[src/rtl/dma_priority_arb.sv]
// N-channel DMA request arbiter: qualifies DREQ/sw_req, runs the HRQ/HLDA handshake and
// holds a one-hot DACK grant (fixed or rotating priority) until xfer_done.
module dma_priority_arb #(
    parameter int NUM_CH = 4,
    parameter int CHW    = $clog2(NUM_CH)
) (
    input  logic              CLK,
    input  logic              RESET,
    input  logic [NUM_CH-1:0] DREQ,
    input  logic [NUM_CH-1:0] mask,
    input  logic [NUM_CH-1:0] sw_req,
    input  logic              rotate_en,
    input  logic              dreq_low,
    input  logic              dack_low,
    input  logic              HLDA,
    input  logic              xfer_done,
    output logic              HRQ,
    output logic [NUM_CH-1:0] DACK,
    output logic              grant_valid,
    output logic [CHW-1:0]    grant_ch,
    output logic [NUM_CH-1:0] sw_req_clr
);

    typedef enum logic [1:0] {IDLE, REQ, GRANT} state_t;

    state_t            r_state;
    logic [NUM_CH-1:0] r_req_q;
    logic [NUM_CH-1:0] r_ack_q;
    logic [NUM_CH-1:0] r_sw_req_clr;
    logic [CHW-1:0]    r_rot_ptr;
    logic [CHW-1:0]    r_grant_ch;
    logic              r_hrq;
    logic              r_grant_valid;
    logic              r_sw_grant;

    logic [NUM_CH-1:0] w_qual;
    logic              w_any;
    logic [CHW-1:0]    w_base;
    logic [CHW-1:0]    w_pick;
    logic [CHW-1:0]    w_next_ptr;
    logic [CHW:0]      w_idx;

    assign w_qual = ((DREQ ^ {NUM_CH{dreq_low}}) & ~mask) | sw_req;
    assign w_any  = |r_req_q;
    assign w_base = rotate_en ? r_rot_ptr : '0;

    // Scan offsets from farthest to nearest so the nearest requester to w_base wins.
    always_comb begin
        w_pick = '0;
        w_idx  = '0;
        for (int i = NUM_CH - 1; i >= 0; i--) begin
            w_idx = {1'b0, w_base} + (CHW + 1)'(i);
            if (w_idx >= (CHW + 1)'(NUM_CH)) begin
                w_idx = w_idx - (CHW + 1)'(NUM_CH);
            end
            if (r_req_q[w_idx[CHW-1:0]]) begin
                w_pick = w_idx[CHW-1:0];
            end
        end
    end

    // Explicit wrap keeps the pointer in range for non-power-of-2 channel counts.
    assign w_next_ptr = (r_grant_ch == CHW'(NUM_CH - 1)) ? '0 : r_grant_ch + CHW'(1);

    always_ff @(posedge CLK) begin
        if (RESET) begin
            r_state       <= IDLE;
            r_req_q       <= '0;
            r_ack_q       <= '0;
            r_sw_req_clr  <= '0;
            r_rot_ptr     <= '0;
            r_grant_ch    <= '0;
            r_hrq         <= 1'b0;
            r_grant_valid <= 1'b0;
            r_sw_grant    <= 1'b0;
        end else begin
            r_req_q      <= w_qual;
            r_sw_req_clr <= '0;
            if (!rotate_en) begin
                r_rot_ptr <= '0;
            end
            case (r_state)
                IDLE: begin
                    if (w_any) begin
                        r_state <= REQ;
                        r_hrq   <= 1'b1;
                    end
                end
                REQ: begin
                    if (!w_any) begin
                        r_state <= IDLE;
                        r_hrq   <= 1'b0;
                    end else if (HLDA) begin
                        r_state       <= GRANT;
                        r_grant_ch    <= w_pick;
                        r_grant_valid <= 1'b1;
                        r_ack_q       <= {{(NUM_CH - 1){1'b0}}, 1'b1} << w_pick;
                        r_sw_grant    <= sw_req[w_pick];
                    end
                end
                GRANT: begin
                    if (xfer_done) begin
                        r_state       <= IDLE;
                        r_hrq         <= 1'b0;
                        r_grant_valid <= 1'b0;
                        r_ack_q       <= '0;
                        if (rotate_en) begin
                            r_rot_ptr <= w_next_ptr;
                        end
                        if (r_sw_grant) begin
                            r_sw_req_clr[r_grant_ch] <= 1'b1;
                        end
                    end else if (!HLDA) begin
                        r_state       <= IDLE;
                        r_hrq         <= 1'b0;
                        r_grant_valid <= 1'b0;
                        r_ack_q       <= '0;
                    end
                end
                default: begin
                    r_state <= IDLE;
                end
            endcase
        end
    end

    assign HRQ         = r_hrq;
    assign DACK        = r_ack_q ^ {NUM_CH{dack_low}};
    assign grant_valid = r_grant_valid;
    assign grant_ch    = r_grant_ch;
    assign sw_req_clr  = r_sw_req_clr;

endmodule
[config.mk]
export PLATFORM = sky130hd
export DESIGN_NAME = dma_priority_arb
export DESIGN_NICKNAME = d
export VERILOG_FILES = /design/src/rtl/dma_priority_arb.sv
export SDC_FILE = /design/constraint.sdc
export NUM_CORES = 1
export LEC_CHECK = 0
export CORE_MARGIN = 8
export CORE_UTILIZATION = 35
export DETAILED_ROUTE_END_ITERATION = 10
export PLACE_DENSITY = 0.63
export SLEW_MARGIN = 15
export SYNTH_ARGS = -nofsm -noshare
export SYNTH_HDL_FRONTEND = slang
export SYNTH_SLANG_ARGS = --single-unit
[constraint.sdc]
create_clock -name CLK -period 3.1 [get_ports CLK]
set_input_delay 0.31 -clock CLK [delete_from_list [all_inputs] [get_ports CLK]]
set_output_delay 0.31 -clock CLK [all_outputs]
set_load 0.005 [all_outputs]
==> results of run 1 <==
[power groups by stage]
stage	combinational (mW)	clock, mW	sequential [mW]
final	0.183	0.135	0.308
after global routing	0.207	0.152	0.312
after CTS	0.186	0.139	0.308
after detailed placement	0.184	0	0.314
after global placement	0.182	0	0.313
after floorplan	0.115	0	0.310
[final cells by class]
class | instances | area, um2 | area share [%]
tap | 46 | 57.6 | 3.56
multi-input combinational | 119 | 785 | 48.5
timing repair buffer | 30 | 300 | 18.6
clock buffer | 3 | 22.5 | 1.39
clock inverter | 1 | 5.00 | 0.310
sequential | 21 | 420 | 26.0
inverter | 7 | 26.3 | 1.63
[layout by cell type, fill, tap and decap left out, drive strengths merged, types with 2 or more instances in the layout]
cell type,n
ha,8
o21ai,5
dfxtp,21
nor3b,5
xor2,4
mux2i,3
nand2,12
a21o,2
a21oi,19
xnor2,4
nor2,24
nand3,4
clkdlybuf4s50,30
inv,7
clkbuf,3
and2,4
nor3,3
nand3b,4
[worst reg2reg max path, stage by stage, from the launching register on]
cell and delay (ns):
dfxtp_1 0.54, o21ai_1 0.19, o2bb2ai_2 0.17, nor3b_2 0.18
nor4_4 0.34, mux2i_1 0.26, a21oi_2 0.07
[path summary, 6_finish.rpt]
| check | end | cells past startpoint | from |
|---|---|---|---|
| hold reg to reg | r_ack_q[3] | 2 | r_ack_q[3] |
| setup / recovery | DACK[0] | 3 | dack_low |
| hold / removal | r_ack_q[3] | 2 | r_ack_q[3] |
| setup reg to reg | r_sw_grant | 6 | r_rot_ptr[0] |
[logic make-up (layout without fill, tap and decap cells)]
logic type                 Yosys count  after routing
adders and majority gates            8              8
DFF                                 21             21
AOI/OAI and AO/OA                   33             33
and+or+nand+nor                     67             67
xor gates and xnor gates             8              8
muxes                                3              3
buffers and inverters               11             41
[through the flow]
stage                     instance area (um2)  setup slack [ns]  hold slack, ns  cells  util [%]
after floorplan                          1250              1.47           0.431    151         -
after global placement                   1590              1.00           0.460    223      46.9
after detailed placement                 1590             0.910           0.463    223      46.9
after CTS                                1620              1.20           0.481    227      47.7
after global routing                     1620              1.07           0.512    227      47.7
final                                    1620              1.22           0.475    227      47.7
[routing by layer]
layer / vias to the layer above / part of all wire, % / routed length (um)
met4: 0 / 2.6 / 74
met3: 7 / 5.2 / 150
met5: - / 0 / 0
met2: 30 / 53 / 1510
met1: 515 / 40 / 1140
li1: 584 / - / -
[registers in the layout, indices dropped and copies added, names as in the netlist]
signal,cells
HRQ,1
grant_ch,2
grant_valid,1
r_ack_q,4
r_req_q,4
r_rot_ptr,2
r_state,2
r_sw_grant,1
sw_req_clr,4
==> impl_results.md, run 1 <==
* Grt met1 use at 11.5%
* Post-CTS sizing at 0
* CTS buffer count at 3
* Synthesized flop and latch total at 21
* Clock H-tree levels at 1
* Worst-path cell chain: clkdlybuf4s50_1 > xor2_1 > clkdlybuf4s50_1
* Compound-Gate Fraction of Synth Area at 16.1%
* Final setup violation count at 0
* Synth Flop Type: dfxtp_1
* RSZ-0062 raised after global routing: false
* Post-synth top area share at 33.5%
* Crit path buf inv count at 2
* Ranking of synthesized cells by area: dfxtp_1 34%, ha_1 8.0%, a21oi_1 7.2%
* Synthesized Nets at 178
* Switch share at 30.4%
* Share of flip-flops with an asynchronous set or reset at 0%
* Largest net degree at the start of global routing at 18
* Total wire length at 2.88 mm
* # Post-CTS Setup Buffers at 0
* Most frequent cell after synthesis: nor2_1
* EDFF count, synth at 0
* Layout area overhead at 28.9%
* Simple-Gate Fraction of Synth Area at 30.5%
* Initial antenna violation count at 0
* CTS tree: done
* Hold buffers post-CTS at 0
* Sink Count at 21
* Clock-pin transition on the worst setup and hold timing paths at 0.12 ns
* Outcome: finished, final reports clean
* Cells after Synth at 151
* CTS root buffer: clkbuf_4
* Vias in the first global route at 1161
* Final Wtd Congestion at 0.944
* Starting DRT DRC Count at 41
* Max stage delay on crit path at 0.57 ns
* Die height at 75.9 um
* P_leak at 0.619 nW
* Worst slew pin tran at 0.570 ns
* Share of cells above drive strength 1 at 9.39%
* WP data arrival at 1.57 ns
* Die Footprint at 5750 um2
* Crit-path max FO at 4
* Post-Route Skew at 0.00450 ns
* Tmin final at 1.88 ns
* Clock Latency Late Sink at 0.30 ns
* Top cell type by total area after synthesis: dfxtp_1
* Initial core utilization at 37.0%
* Main combinational cell family by area after synthesis: simple AND/OR/NAND/NOR gates
* Residual DRC at 0
* DIE WIDTH at 75.9 um
* Critical-path top delay cell: clkdlybuf4s50_1
* Sequential area share after synthesis at 33.5%
* DRT Pass-1 Iters at 4
* TNS Setup at 0 ns
* I/O pin count at 31
* R2R setup slack at 1.26 ns
* Power Total at 0.625 mW
* Critical path startpoint category: primary input
* Commonest cells in the netlist: 24 x nor2_1, 21 x dfxtp_1, 18 x a21oi_1
* Antenna Nets Post-Route at 0
* Critical path data required time at 2.79 ns
* HPWL after DPL at 2.34 mm
* Max Cap Viol at 0
* Synth warnings at 0
* GRT overflow at 0
* Vias at 1136
* Register share of total power at 49.2%
* First-pass GRT wire length at 4.91 mm
* Mux share of post-synthesis cell area at 2.40%
* Met3 global-route usage at 2.24%
* NetSw at 0.190 mW
* Row cnt at 21
* Family with the most delay on the worst path: buffers and inverters
* Buffers on Ports at 30
* Int Pwr at 0.435 mW
* Fillers at 324
* Clock power frac at 21.6%
* Path type of the worst setup path: primary input to primary output
* Max-slew headroom at 61.9%
* Final-report max-slew violation count at 0
* Most used cell, CP: clkdlybuf4s50_1
* Fin nets at 209
* Fmax at 0.532 GHz
* Post-synth cell types at 42
* GR Util met2 at 20.2%
* ANT cells at 0
* Synthesized area per cell at 8.30 um2
* Comb pwr share at 29.2%
* XOR/XNOR Fraction of Synth Area at 5.59%
* Worst VDD drop at 0.144 mV
* Clock buffer depth at 2
* Pwr dens at 387 nW/um2
* Tightest Hold Check Type: flip-flop to flip-flop
* Final hold vios at 0
* Placeable Area at 3390 um2
* Final period utilization at 60.7%
* Adder-cell area share of the yosys netlist at 7.98%
* Post-DR wirelength/cell at 12.7 um
* Post-Syn Area at 1250 um2
* DR vias/cell at 5.00
* GRT Resource Usage Total at 10.9%
* Kind of end point of the critical path: primary output
* Most used routing layer in global routing: met2
No activity file was read; power rests on OpenSTA's default activity.
==> inputs of run 2 (changes only) <==
--- a/config.mk
+++ b/config.mk
@@ -8,7 +8,7 @@
 export CORE_MARGIN = 8
 export CORE_UTILIZATION = 35
 export DETAILED_ROUTE_END_ITERATION = 10
-export PLACE_DENSITY = 0.63
+export PLACE_DENSITY = 0.65
 export SLEW_MARGIN = 15
 export SYNTH_ARGS = -nofsm -noshare
 export SYNTH_HDL_FRONTEND = slang
==> constraint.sdc (replaced) <==
create_clock -name CLK -period 1.7 [get_ports CLK]
set_input_delay 0.17 -clock CLK [delete_from_list [all_inputs] [get_ports CLK]]
set_output_delay 0.17 -clock CLK [all_outputs]
set_load 0.005 [all_outputs]
==> run 2 against run 1 <==
Sequential share of layout area is 1.7 points lower. Global-route usage rose by 0.49 points. Non-clock buffer count grew 13. Utilization grew 4.6 points. Sequential power grew 80%. Critical path depth is 4 higher. Critical path type is now flip-flop to flip-flop. Count of clock-buffer cells in the layout did not move. Via count rose by 4.3%. Largest power group unchanged.
==> impl_results.md, run 2 (synthesis results as in run 1) <==
* I/O pin count at 31 (unchanged)
* Hold path endpoint: r_ack_q[2] (was r_ack_q[3])
* GRT Resource Usage Total at 11.4% (was 10.9%)
* P_leak at 0.712 nW (was 0.619 nW)
* Die Footprint at 5750 um2 (unchanged)
* HPWL after DPL at 2.53 mm (was 2.34 mm)
* R2r worst-path depth at 7 (was 6)
* Critical-path top delay cell: dfxtp_4 (was clkdlybuf4s50_1)
* Critical path startpoint category: flip-flop (was primary input)
* Final Wtd Congestion at 0.886 (was 0.944)
* Tmin final at 1.66 ns
* Final setup violation count at 0 (unchanged)
* Post-Route Skew at 0.00193 ns (was 0.00450 ns)
* Starting DRT DRC Count at 74 (was 41)
* Max-slew headroom at 71.0% (was 61.9%)
* Clock-pin transition on the worst setup and hold timing paths at 0.12 ns (about the same)
* Die height at 75.9 um (unchanged)
* Pwr dens at 674 nW/um2 (was 387 nW/um2)
* Path type of the worst setup path: flip-flop to flip-flop (was primary input to primary output)
* Buffers on Ports at 30 (unchanged)
* Inst Count DP at 235 (was 223)
* Area of the multi-input gates at 836 um2 (was 785 um2)
* Hold Path Origin: r_ack_q[2] (was r_ack_q[3])
* Initial core utilization at 37.0% (unchanged)
* Final hold vios at 0 (unchanged)
* Final period utilization at 97.5%
* R2R setup slack at 0.04 ns (was 1.26 ns)
* Worst r2r dst: r_ack_q[0] (was r_sw_grant)
* Fin util at 52.3% (was 47.7%)
* GRT overflow at 0 (unchanged)
* RSZ-0062 raised after global routing: true (was false)
* Worst r2r src: r_rot_ptr[1] (was r_rot_ptr[0])
* CTS root buffer: clkbuf_4 (unchanged)
* Most used cell, CP: nand3b_1 (was clkdlybuf4s50_1)
* Vias at 1185 (was 1136)
* Hold WS at 0.474 ns (was 0.475 ns)
* Clock buffer depth at 2 (unchanged)
* Power Total at 1.20 mW (was 0.625 mW)
* Worst VDD drop at 0.430 mV (was 0.144 mV)
* Tightest Hold Check Type: flip-flop to flip-flop (unchanged)
* Initial antenna violation count at 0 (unchanged)
* Hold buffers post-CTS at 0 (unchanged)
* Critical path data required time at 1.95 ns (was 2.79 ns)
* First-pass GRT wire length at 5.07 mm (was 4.91 mm)
* Non-Filler Instances at 240 (was 227)
* Met3 global-route usage at 3.55% (was 2.24%)
* Fin nets at 222 (was 209)
* Layout area overhead at 41.4% (was 28.9%)
* DR vias/cell at 4.94 (was 5.00)
* GR Util met2 at 20.8% (was 20.2%)
* Fillers at 310 (was 324)
* ANT cells at 0 (unchanged)
* Post-DR wirelength/cell at 13.5 um (was 12.7 um)
* DIE WIDTH at 75.9 um (unchanged)
* Crit-path max FO at 7 (was 4)
* Kind of end point of the critical path: flip-flop (was primary output)
* CTS buffer count at 3 (unchanged)
* Placeable Area at 3390 um2 (unchanged)
* Clock Latency Late Sink at 0.31 ns (was 0.30 ns)
* Most frequent cells in the layout: 30 x clkdlybuf4s50_1, 24 x nor2_1, 17 x dfxtp_1 (was 30 x clkdlybuf4s50_1, 24 x nor2_1, 21 x dfxtp_1)
* Antenna Nets Post-Route at 0 (unchanged)
* Total wire length at 3.25 mm (was 2.88 mm)
* Share of cells above drive strength 1 at 19.6% (was 9.39%)
* Row cnt at 21 (unchanged)
* Final-report max-slew violation count at 0 (unchanged)
* Sink Count at 21 (unchanged)
* Most common cell after layout, fill and taps aside: clkdlybuf4s50_1 (unchanged)
* Worst slew pin tran at 0.434 ns (was 0.570 ns)
* FF/Latch Area at 430 um2 (was 420 um2)
* Outcome: finished, final reports clean (unchanged)
* Most used routing layer in global routing: met2 (unchanged)
* Hold Path Stages at 2 (unchanged)
* Largest net degree at the start of global routing at 14 (was 18)
* Fmax at 0.603 GHz
* Clock H-tree levels at 1 (unchanged)
* Grt met1 use at 12.5% (was 11.5%)
* Residual DRC at 0 (unchanged)
* Vias in the first global route at 1156 (was 1161)
* CTS tree: done (unchanged)
* Max stage delay on crit path at 0.39 ns (was 0.57 ns)
* Worst-path cell chain: nand3b_1 > o2bb2ai_4 > nor3b_4 > nor4_4 > buf_4 > nand3b_1 > a21oi_1 (was clkdlybuf4s50_1 > xor2_1 > clkdlybuf4s50_1)
* Max Cap Viol at 0 (unchanged)
* WP data arrival at 1.90 ns (was 1.57 ns)
* DRT Pass-1 Iters at 4 (unchanged)
[run 2: power breakdown]
| group | switching, mW | total [mW] | internal (mW) | leakage, nW |
|---|---|---|---|---|
| Clock | 0.156 | 0.244 | 0.0879 | 0.0177 |
| Sequential | 0.0302 | 0.555 | 0.525 | 0.174 |
| Combinational | 0.183 | 0.396 | 0.213 | 0.521 |
| Total | 0.369 | 1.20 | 0.826 | 0.712 |
[run 2: critical path: cells and delay by family (launching register included)]
kind | cells | cell delay, ns
simple gates | 4 | 0.71
flops | 1 | 0.39
compound gates | 2 | 0.33
buf+inv | 1 | 0.16
[run 2: worst max-delay path by stage]
stage | from | end | cells past startpoint
floorplan | r_state[0] | HRQ | 7
global placement | rotate_en | r_ack_q[0] | 9
detailed placement | rotate_en | r_sw_grant | 8
CTS | r_req_q[2] | r_ack_q[0] | 7
global route | r_rot_ptr[1] | r_ack_q[0] | 7
finish | r_rot_ptr[1] | r_ack_q[0] | 7
[run 2: per-stage QoR]
stage                     setup slack, ns  cell area (um2)  setup TNS [ns]
final                              0.0423             1770               0
after CTS                         0.00196             1710               0
after detailed placement           -0.299             1680           -1.18
after global routing              -0.0599             1770          -0.214
after floorplan                    0.0695             1250               0
after global placement             -0.136             1680          -0.718
[run 2: area by class of cell]
class                      count  share of cell area, %
inverter                       7                   1.48
multi-input combinational    119                   47.1
clock inverter                 1                  0.282
sequential                    21                   24.3
clock buffer                   3                   1.27
timing repair buffer          43                   22.3
tap                           46                   3.25
[run 2: routing by layer]
layer	wire length, um	part of all wire (%)	vias up
li1	-	-	605
met1	1340	41	542
met2	1720	53	34
met3	169	5.2	4
met4	19	0.58	0
met5	0	0	-
[run 2: what timing repair did]
action,4_1_cts,5_1_grt
hold endpoints to repair,0,0
resized for setup,2,14
endpoints found under the setup margin,3,7
pin swaps,0,2
buffers inserted,0,1
gates cloned,0,0
